### src/rtl/piano_keypad_poly.sv
// Polyphonic keypad mapper: turns the scanner's ready/keycode stream into up
// to VOICES note/octave pairs, with a saturating octave register, a panic key
// and a runtime momentary/latch (toggle) mode.
//
// Ports:
//   clk      - clock
//   rst      - synchronous active-high reset
//   ready    - scanner reports a held key
//   keycode  - key index, valid while ready is high
//   latch    - 0 = momentary mode, 1 = latch mode
//   notes    - voice i note in [4i+3:4i], 0 = rest, 1..12 = C..B
//   octaves  - octave captured at allocation of voice i, 0 when inactive
//   active   - bit i high while voice i sounds
//   octave   - current octave register
//   changed  - one-cycle pulse on any change of notes/octaves/active
module piano_keypad_poly #(
  parameter int unsigned VOICES    = 4,
  parameter int unsigned OCT_MIN   = 0,
  parameter int unsigned OCT_MAX   = 9,
  parameter int unsigned OCT_RESET = 4
) (
  input  logic                  clk,
  input  logic                  rst,
  input  logic                  ready,
  input  logic [4:0]            keycode,
  input  logic                  latch,
  output logic [4*VOICES-1:0]   notes,
  output logic [4*VOICES-1:0]   octaves,
  output logic [VOICES-1:0]     active,
  output logic [3:0]            octave,
  output logic                  changed
);

  localparam int unsigned NW = 4 * VOICES;
  localparam int unsigned PW = (VOICES > 1) ? $clog2(VOICES) : 1;

  localparam logic [4:0] KEY_OCT_UP   = 5'd15;
  localparam logic [4:0] KEY_OCT_DOWN = 5'd19;
  localparam logic [4:0] KEY_PANIC    = 5'd18;

  logic          ready_q;
  logic [4:0]    keycode_q;
  logic          latch_q;
  logic [PW-1:0] steal_ptr;

  logic          press;
  logic          release_ev;
  logic          latch_fall;
  logic [3:0]    key_note;
  logic [4:0]    oct5;

  logic [NW-1:0]     nxt_notes;
  logic [NW-1:0]     nxt_octaves;
  logic [VOICES-1:0] nxt_active;
  logic [3:0]        nxt_octave;
  logic [PW-1:0]     nxt_steal;
  logic              nxt_changed;

  logic              hit;
  logic [PW-1:0]     hit_idx;
  logic              free;
  logic [PW-1:0]     free_idx;

  // Keypad position to note number; 0 marks a non-note key.
  function automatic logic [3:0] map_key(input logic [4:0] k);
    case (k)
      5'd4:    map_key = 4'd1;
      5'd8:    map_key = 4'd2;
      5'd5:    map_key = 4'd3;
      5'd9:    map_key = 4'd4;
      5'd6:    map_key = 4'd5;
      5'd7:    map_key = 4'd6;
      5'd11:   map_key = 4'd7;
      5'd12:   map_key = 4'd8;
      5'd16:   map_key = 4'd9;
      5'd13:   map_key = 4'd10;
      5'd17:   map_key = 4'd11;
      5'd14:   map_key = 4'd12;
      default: map_key = 4'd0;
    endcase
  endfunction

  // Event detection; a keycode change under a held ready counts as a new press.
  always_comb begin
    press      = ready & (~ready_q | (keycode != keycode_q));
    release_ev = ~ready & ready_q;
    latch_fall = latch_q & ~latch;
    key_note   = map_key(keycode);
    oct5       = {1'b0, octave};
  end

  // Next-state computation for voices, octave and steal pointer.
  always_comb begin
    nxt_notes   = notes;
    nxt_octaves = octaves;
    nxt_active  = active;
    nxt_octave  = octave;
    nxt_steal   = steal_ptr;
    hit         = 1'b0;
    hit_idx     = '0;
    free        = 1'b0;
    free_idx    = '0;

    if (latch_fall) begin
      nxt_notes   = '0;
      nxt_octaves = '0;
      nxt_active  = '0;
    end

    // Octave steps saturate; the 5-bit compare keeps the down-step from wrapping.
    if (press && keycode == KEY_OCT_UP) begin
      if (oct5 < 5'(OCT_MAX)) nxt_octave = 4'(oct5 + 5'd1);
    end
    if (press && keycode == KEY_OCT_DOWN) begin
      if (oct5 > 5'(OCT_MIN)) nxt_octave = 4'(oct5 - 5'd1);
    end

    if (press && keycode == KEY_PANIC) begin
      nxt_notes   = '0;
      nxt_octaves = '0;
      nxt_active  = '0;
    end

    if (!latch) begin
      if (press || release_ev) begin
        nxt_notes   = '0;
        nxt_octaves = '0;
        nxt_active  = '0;
      end
      if (press && key_note != 4'd0) begin
        nxt_notes[3:0]   = key_note;
        nxt_octaves[3:0] = octave;
        nxt_active[0]    = 1'b1;
      end
    end else if (press && key_note != 4'd0) begin
      for (int i = 0; i < int'(VOICES); i++) begin
        if (!hit && active[i] && notes[4*i +: 4] == key_note &&
            octaves[4*i +: 4] == octave) begin
          hit     = 1'b1;
          hit_idx = PW'(i);
        end
        if (!free && !active[i]) begin
          free     = 1'b1;
          free_idx = PW'(i);
        end
      end
      if (hit) begin
        nxt_notes[4*int'(hit_idx) +: 4]   = 4'd0;
        nxt_octaves[4*int'(hit_idx) +: 4] = 4'd0;
        nxt_active[hit_idx]               = 1'b0;
      end else if (free) begin
        nxt_notes[4*int'(free_idx) +: 4]   = key_note;
        nxt_octaves[4*int'(free_idx) +: 4] = octave;
        nxt_active[free_idx]               = 1'b1;
      end else begin
        nxt_notes[4*int'(steal_ptr) +: 4]   = key_note;
        nxt_octaves[4*int'(steal_ptr) +: 4] = octave;
        nxt_active[steal_ptr]               = 1'b1;
        nxt_steal = (steal_ptr == PW'(VOICES - 1)) ? '0 : PW'(steal_ptr + PW'(1));
      end
    end

    nxt_changed = (nxt_notes != notes) || (nxt_octaves != octaves) ||
                  (nxt_active != active);
  end

  // State and output registers.
  always_ff @(posedge clk) begin
    if (rst) begin
      notes     <= '0;
      octaves   <= '0;
      active    <= '0;
      octave    <= 4'(OCT_RESET);
      changed   <= 1'b0;
      steal_ptr <= '0;
      ready_q   <= 1'b0;
      keycode_q <= '0;
      latch_q   <= 1'b0;
    end else begin
      notes     <= nxt_notes;
      octaves   <= nxt_octaves;
      active    <= nxt_active;
      octave    <= nxt_octave;
      changed   <= nxt_changed;
      steal_ptr <= nxt_steal;
      ready_q   <= ready;
      keycode_q <= keycode;
      latch_q   <= latch;
    end
  end

endmodule

### config.mk
export PLATFORM = sky130hd
export DESIGN_NAME = piano_keypad_poly
export DESIGN_NICKNAME = d
export VERILOG_FILES = /design/src/rtl/piano_keypad_poly.sv
export SDC_FILE = /design/constraint.sdc
export NUM_CORES = 1
export LEC_CHECK = 0
export CORE_MARGIN = 3
export CORE_UTILIZATION = 30
export DETAILED_ROUTE_END_ITERATION = 8
export PLACE_DENSITY = 0.58
export SLEW_MARGIN = 20
export SYNTH_ARGS = -nofsm -noshare
export SYNTH_HDL_FRONTEND = slang
export SYNTH_SLANG_ARGS = --single-unit
### constraint.sdc
create_clock -name clk -period 9.6 [get_ports clk]
set_input_delay 1.92 -clock clk [delete_from_list [all_inputs] [get_ports clk]]
set_output_delay 1.92 -clock clk [all_outputs]
set_load 0.05 [all_outputs]
Yosys cells after proc, flatten, opt, wreduce, memory -nomap -nowiden
Memory sizes are Yosys's and may differ from the RTL's.
Index checks and enable logic that the tools add are counted.
{"block": "op_classes", "n_mux": 75, "eq_ne": 16, "add_sub_neg": 6, "reduce_logical": 35, "bitwise": 13, "n_shift": 8, "order_cmp": 8}
{"operator": "16-bit two-way mux", "n": 14}
{"operator": "4-bit by 33-bit variable part select with 16-bit output", "n": 4}
{"operator": "4-bit negator with 33-bit output", "n": 3}
{"operator": "4-bit by 33-bit variable shift with 16-bit output, first input constant", "n": 3}
{"operator": "16-bit bitwise mux", "n": 6}
{"operator": "4-bit two-way mux", "n": 13}
{"operator": "4-bit by 33-bit variable part select with 16-bit output, first input constant", "n": 1}
{"operator": "4-bit == test", "n": 8}
{"operator": "16-bit != test", "n": 2}
{"operator": "1-bit two-way mux", "n": 30}
{"operator": "1-bit logical AND", "n": 21}
{"operator": "2-bit two-way mux", "n": 9}
{"operator": "5-bit == test, second input constant", "n": 2}
{"operator": "1-bit logical NOT", "n": 9}
{"operator": "2-bit by 3-bit < comparator with 1-bit output, second input constant", "n": 3}
{"operator": "4-bit bitwise OR", "n": 2}
{"operator": "1-bit demux with 2-bit select", "n": 3}
{"operator": "2-bit by 1-bit greater-or-equal comparator with 1-bit output, second input constant", "n": 3}
{"operator": "5-bit by 4-bit == test with 1-bit output, second input constant", "n": 1}
{"operator": "5-bit != test", "n": 1}
{"operator": "1-bit inverter", "n": 5}
{"operator": "4-bit by 1-bit adder with 4-bit output, second input constant", "n": 1}
{"operator": "4-bit AND", "n": 1}
{"operator": "4-bit by 1-bit greater-than comparator with 1-bit output, second input constant", "n": 1}
{"operator": "11 further kinds", "n": 15}
{"block": "word_totals", "input_bits": 9, "n_memories": 1, "mem_bits_ro": 128, "reg_bits": 50, "output_inout_bits": 41}
{"memory": "(no name shown)", "words": 32, "word_bits": 4, "read_ports": 1, "rd_clocked_by_memory_dff": 0, "write_ports": 0, "line": "66", "source": "case (k)"}

Logic depth before layout (Yosys ltp)
An unclocked memory read counts as a cell.
{"block": "depth", "word_depth": 39, "mapped_depth": 16, "depth_no_buf": 14}

Worst setup path before layout
No wires, ideal clock.
{"block": "synth_timing", "path_type": "input -> register", "start": "input port keycode[0]", "end": "register changed", "required_time_ns": 9.460, "setup_ns": 0.140, "stages": 13, "arrival_time_ns": 4.985, "setup_slack_ns": 4.476, "cell_sequence": "ha_1 -> nor4bb_1 -> nor3_4 -> xnor2_1 -> or4b_4 -> o21ai_2 -> buf_6 -> a21oi_2 -> a211oi_2 -> nor3_1 -> or4_1 -> nor4_1 -> a41oi_1"}
{"block": "synth_between", "elab_chain_cells": 39}
{"element": "from (decl)", "line": "25", "source": "input logic [4:0] keycode,"}
{"element": "branches (longest 38 deep; another with memory read 32 x 4 bit)"}
{"element": "1-bit logical OR (*)", "line": "163", "source": "nxt_changed = (nxt_notes != notes) || (nxt_octaves != octaves) ||"}
{"element": "to (signal assigned)", "line": "184", "source": "changed <= nxt_changed;"}
{"element": "to (decl)", "line": "31", "source": "output logic changed"}
Mark *: on every way between the ends. The select of a mux whose other input is x is not followed.
A chain may end at the register's enable or synchronous reset.

Worst setup path after layout
{"block": "layout_timing", "start": "input port keycode[1]", "end": "register changed"}
Same word-level chain as after synthesis.

==> impl_metrics.env <==
export IMPL_status="complete, no violations"
export IMPL_synth_nets=809
export IMPL_whs_endpoint="octaves[11]"
export IMPL_instances_no_fill=1020
export IMPL_grt_pass1_vias=6224
export IMPL_avgSynthCellArea_um2=7.22
export IMPL_min_period_ns=7.08
export IMPL_cts_made_buffers=5
export IMPL_crit_chain="clkdlybuf4s50_1 > ha_1 > nor4bb_1 > nor3_4 > xnor2_1 > a2111oi_4 > a21oi_2 > nand3_1 > nor2_1 > o32ai_1 > or4_1 > nor4_1 > a41oi_1"
export IMPL_dpl_hpwl_um=20500
export IMPL_clkLatencyLatePin_ns=0.31
export IMPL_die_h_um=143
export IMPL_area_delta_synth_final_pct=14.0
export IMPL_clock_sinks=50
export IMPL_p_switching_mw=0.259
export IMPL_routed_wl_um=27600
export IMPL_ys_top_cells_by_count="nand2_1, nor2_1, a21oi_1"
export IMPL_dr_pass1_iters=6
export IMPL_hold_class="flop to flop"
export IMPL_min_path_cells=2
export IMPL_clockPowerShare_pct=32.9
export IMPL_p_int_mw=0.409
export IMPL_synth_edf_count=0
export IMPL_grt_overflow=0
export IMPL_ys_types=90
export IMPL_synthCells=778
export IMPL_synth_area_leaders="dfxtp_1, nand2_1, a21oi_1"
export IMPL_path_buf_inv=1
export IMPL_combPwrFrac_pct=33.1
export IMPL_fillers=1983
export IMPL_synth_top_cell_area_share_pct=17.8
export IMPL_yosys_area_top_type="dfxtp_1"
export IMPL_cp_arrival_ns=7.22
export IMPL_r2r_start="active[1]"
export IMPL_n_antenna_cell=0
export IMPL_ys_seq_area_share_pct=17.8
export IMPL_leakagePower_nw=2.16
export IMPL_crit_path_max_fanout=12
export IMPL_setup_viol=0
export IMPL_synthArstFlopShare_pct=0
export IMPL_r2r_cells=13
export IMPL_fin_worst_skew_ns=0.00824
export IMPL_nNetsFinal=822
export IMPL_min_delay_start="octaves[11]"
export IMPL_rows=49
export IMPL_dp_cells=1013
export IMPL_start_kind="input pin"
export IMPL_r2r_end="changed"
export IMPL_drv_slew=0
export IMPL_cts_root_buffer="clkbuf_16"
export IMPL_drive_above_1_share_pct=7.84
export IMPL_worstSetupPathType="input pin to flop"
export IMPL_ant_nets=0
export IMPL_dieArea_um2=20400
export IMPL_crit_slowest_cell="clkdlybuf4s50_1"
export IMPL_clockBufferDepth=2
export IMPL_clk_pin_slew_worst_paths_ns=0.07
export IMPL_slew_headroom_pct=23.1
export IMPL_critPathCaptureType="flop"
export IMPL_gp_congestion=1.07
export IMPL_drt_iter0_markers=975
export IMPL_postCtsHoldBufs=0
export IMPL_sw_frac_of_total_pct=38.7
export IMPL_grt_use_total_pct=26.4
export IMPL_peakVddDrop_mv=0.0580
export IMPL_core_area_um2=18200
export IMPL_max_freq_mhz=141
export IMPL_regArea_um2=1000
export IMPL_power_density_nw_per_um2=104
export IMPL_fp_dieW_um=143
export IMPL_post_cts_buffers=0
export IMPL_setup_tns_ns=0
export IMPL_start_util_pct=30.9
export IMPL_use_met2_pct=40.4
export IMPL_ys_warn_count=0
export IMPL_multi_input_area_um2=4250
export IMPL_grt_pass1_wl_um=40700
export IMPL_cts_resized=0
export IMPL_synthFlopType="dfxtp_1"
export IMPL_seq_power_share_pct=34.0
export IMPL_hold_viol=0
export IMPL_required_ns=9.74
export IMPL_portBuffers=49
export IMPL_num_io_pins=50
export IMPL_vias_per_cell=6.68
export IMPL_busiest_layer="met2"
export IMPL_met1_usage_pct=36.8
export IMPL_netlist_area_um2=5620
export IMPL_worst_pin_slew_ns=1.15
export IMPL_fin_util_pct=35.2
export IMPL_r2r_setup_slack_ns=4.70
export IMPL_htreeDepth=2
export IMPL_drv_cap=0
export IMPL_critPathTopFamily="simple AND/OR/NAND/NOR gates"
export IMPL_antenna_found_initial=1
export IMPL_drc_errors=0
export IMPL_post_route_period_util_pct=73.8
export IMPL_met3_usage_pct=4.96
export IMPL_slowest_delay_ns=0.72
export IMPL_grt_max_degree=51
export IMPL_cts_tree="yes"
export IMPL_ys_ff_latch=50
export IMPL_post_drt_wl_per_cell_um=27.1
export IMPL_vias=6809
export IMPL_synth_most_common_cell="nand2_1"
export IMPL_rsz0062_at_grt="no"
==> flip-flops by register name, indices dropped and copies added (netlist names) <==
name	count
notes	16
octaves	16
keycode_q	5
active	4
octave	4
steal_ptr	2
changed	1
latch_q	1
ready_q	1
==> cell type report <==
| class | instances | share of cell area (%) |
|---|---|---|
| Clock buffer | 6 | 2.17 |
| Clock inverter | 1 | 0.469 |
| Inverter | 28 | 1.64 |
| Multi-Input combinational cell | 642 | 66.4 |
| Sequential cell | 50 | 15.6 |
| Tap cell | 229 | 4.47 |
| Timing Repair Buffer | 64 | 9.26 |
==> worst max-delay path by stage <==
| stage | cells past startpoint | startpoint | slack [ns] | end |
|---|---|---|---|---|
| after floorplan | 13 | keycode[0] | 4.48 | changed |
| after global placement | 13 | keycode[1] | 2.42 | changed |
| after detailed placement | 13 | keycode[1] | 2.44 | changed |
| after CTS | 13 | keycode[1] | 2.73 | changed |
| after global routing | 13 | keycode[1] | 2.34 | changed |
| final | 13 | keycode[1] | 2.52 | changed |
==> metrics by stage <==
stage                     cell area (um2)  setup slack, ns  total power [mW]  hold slack, ns
after CTS                            6400             2.73             0.661           0.563
after floorplan                      5620             4.48             0.370           0.558
final                                6400             2.52             0.667           0.558
after detailed placement             6230             2.44             0.443           0.554
after global routing                 6400             2.34             0.688           0.590
after global placement               6230             2.42             0.444           0.552
==> worst min-delay path, cell delays in order (launching register included) <==
cell     delay, ns
dfxtp_1       0.38
nand2_1       0.08
a21oi_1       0.05
==> routing by layer <==
layer / part of all wire (%) / vias to the layer above
met5: 0.047 / -
met4: 4.5 / 2
met3: 10 / 101
met2: 43 / 494
met1: 43 / 3224
li1: - / 2988
==> power groups by stage <==
| stage | registers [mW] | logic (mW) | clock network (mW) |
|---|---|---|---|
| final | 0.227 | 0.221 | 0.219 |
| after global routing | 0.227 | 0.232 | 0.228 |
| after CTS | 0.227 | 0.213 | 0.221 |
| after detailed placement | 0.231 | 0.212 | 0 |
| after global placement | 0.231 | 0.213 | 0 |
| after floorplan | 0.239 | 0.130 | 0 |
==> layout by cell type (no fill, tap or decap), types with 15 or more instances in the layout <==
cell type / synthesis / final
inv_1: 27 / 27
nor3_1: 26 / 26
nand4_1: 15 / 15
o21ai_0: 34 / 34
dfxtp_1: 50 / 50
clkdlybuf4s50_1: 0 / 47
xnor2_1: 21 / 21
a22oi_1: 15 / 15
nand3_1: 24 / 24
a21oi_1: 60 / 59
ha_1: 22 / 22
nand2_1: 84 / 84
buf_4: 5 / 15
nor2_1: 80 / 80
==> kinds of logic after synthesis <==
family	after synthesis	synth area share [%]
buf+inv	86	6.66
simple gates	307	28.2
flops	50	17.8
fa+ha+maj	22	4.90
compound gates	267	35.0
mux	12	2.16
xor+xnor	34	5.30
Note: power is estimated with default switching activity, not from simulation.
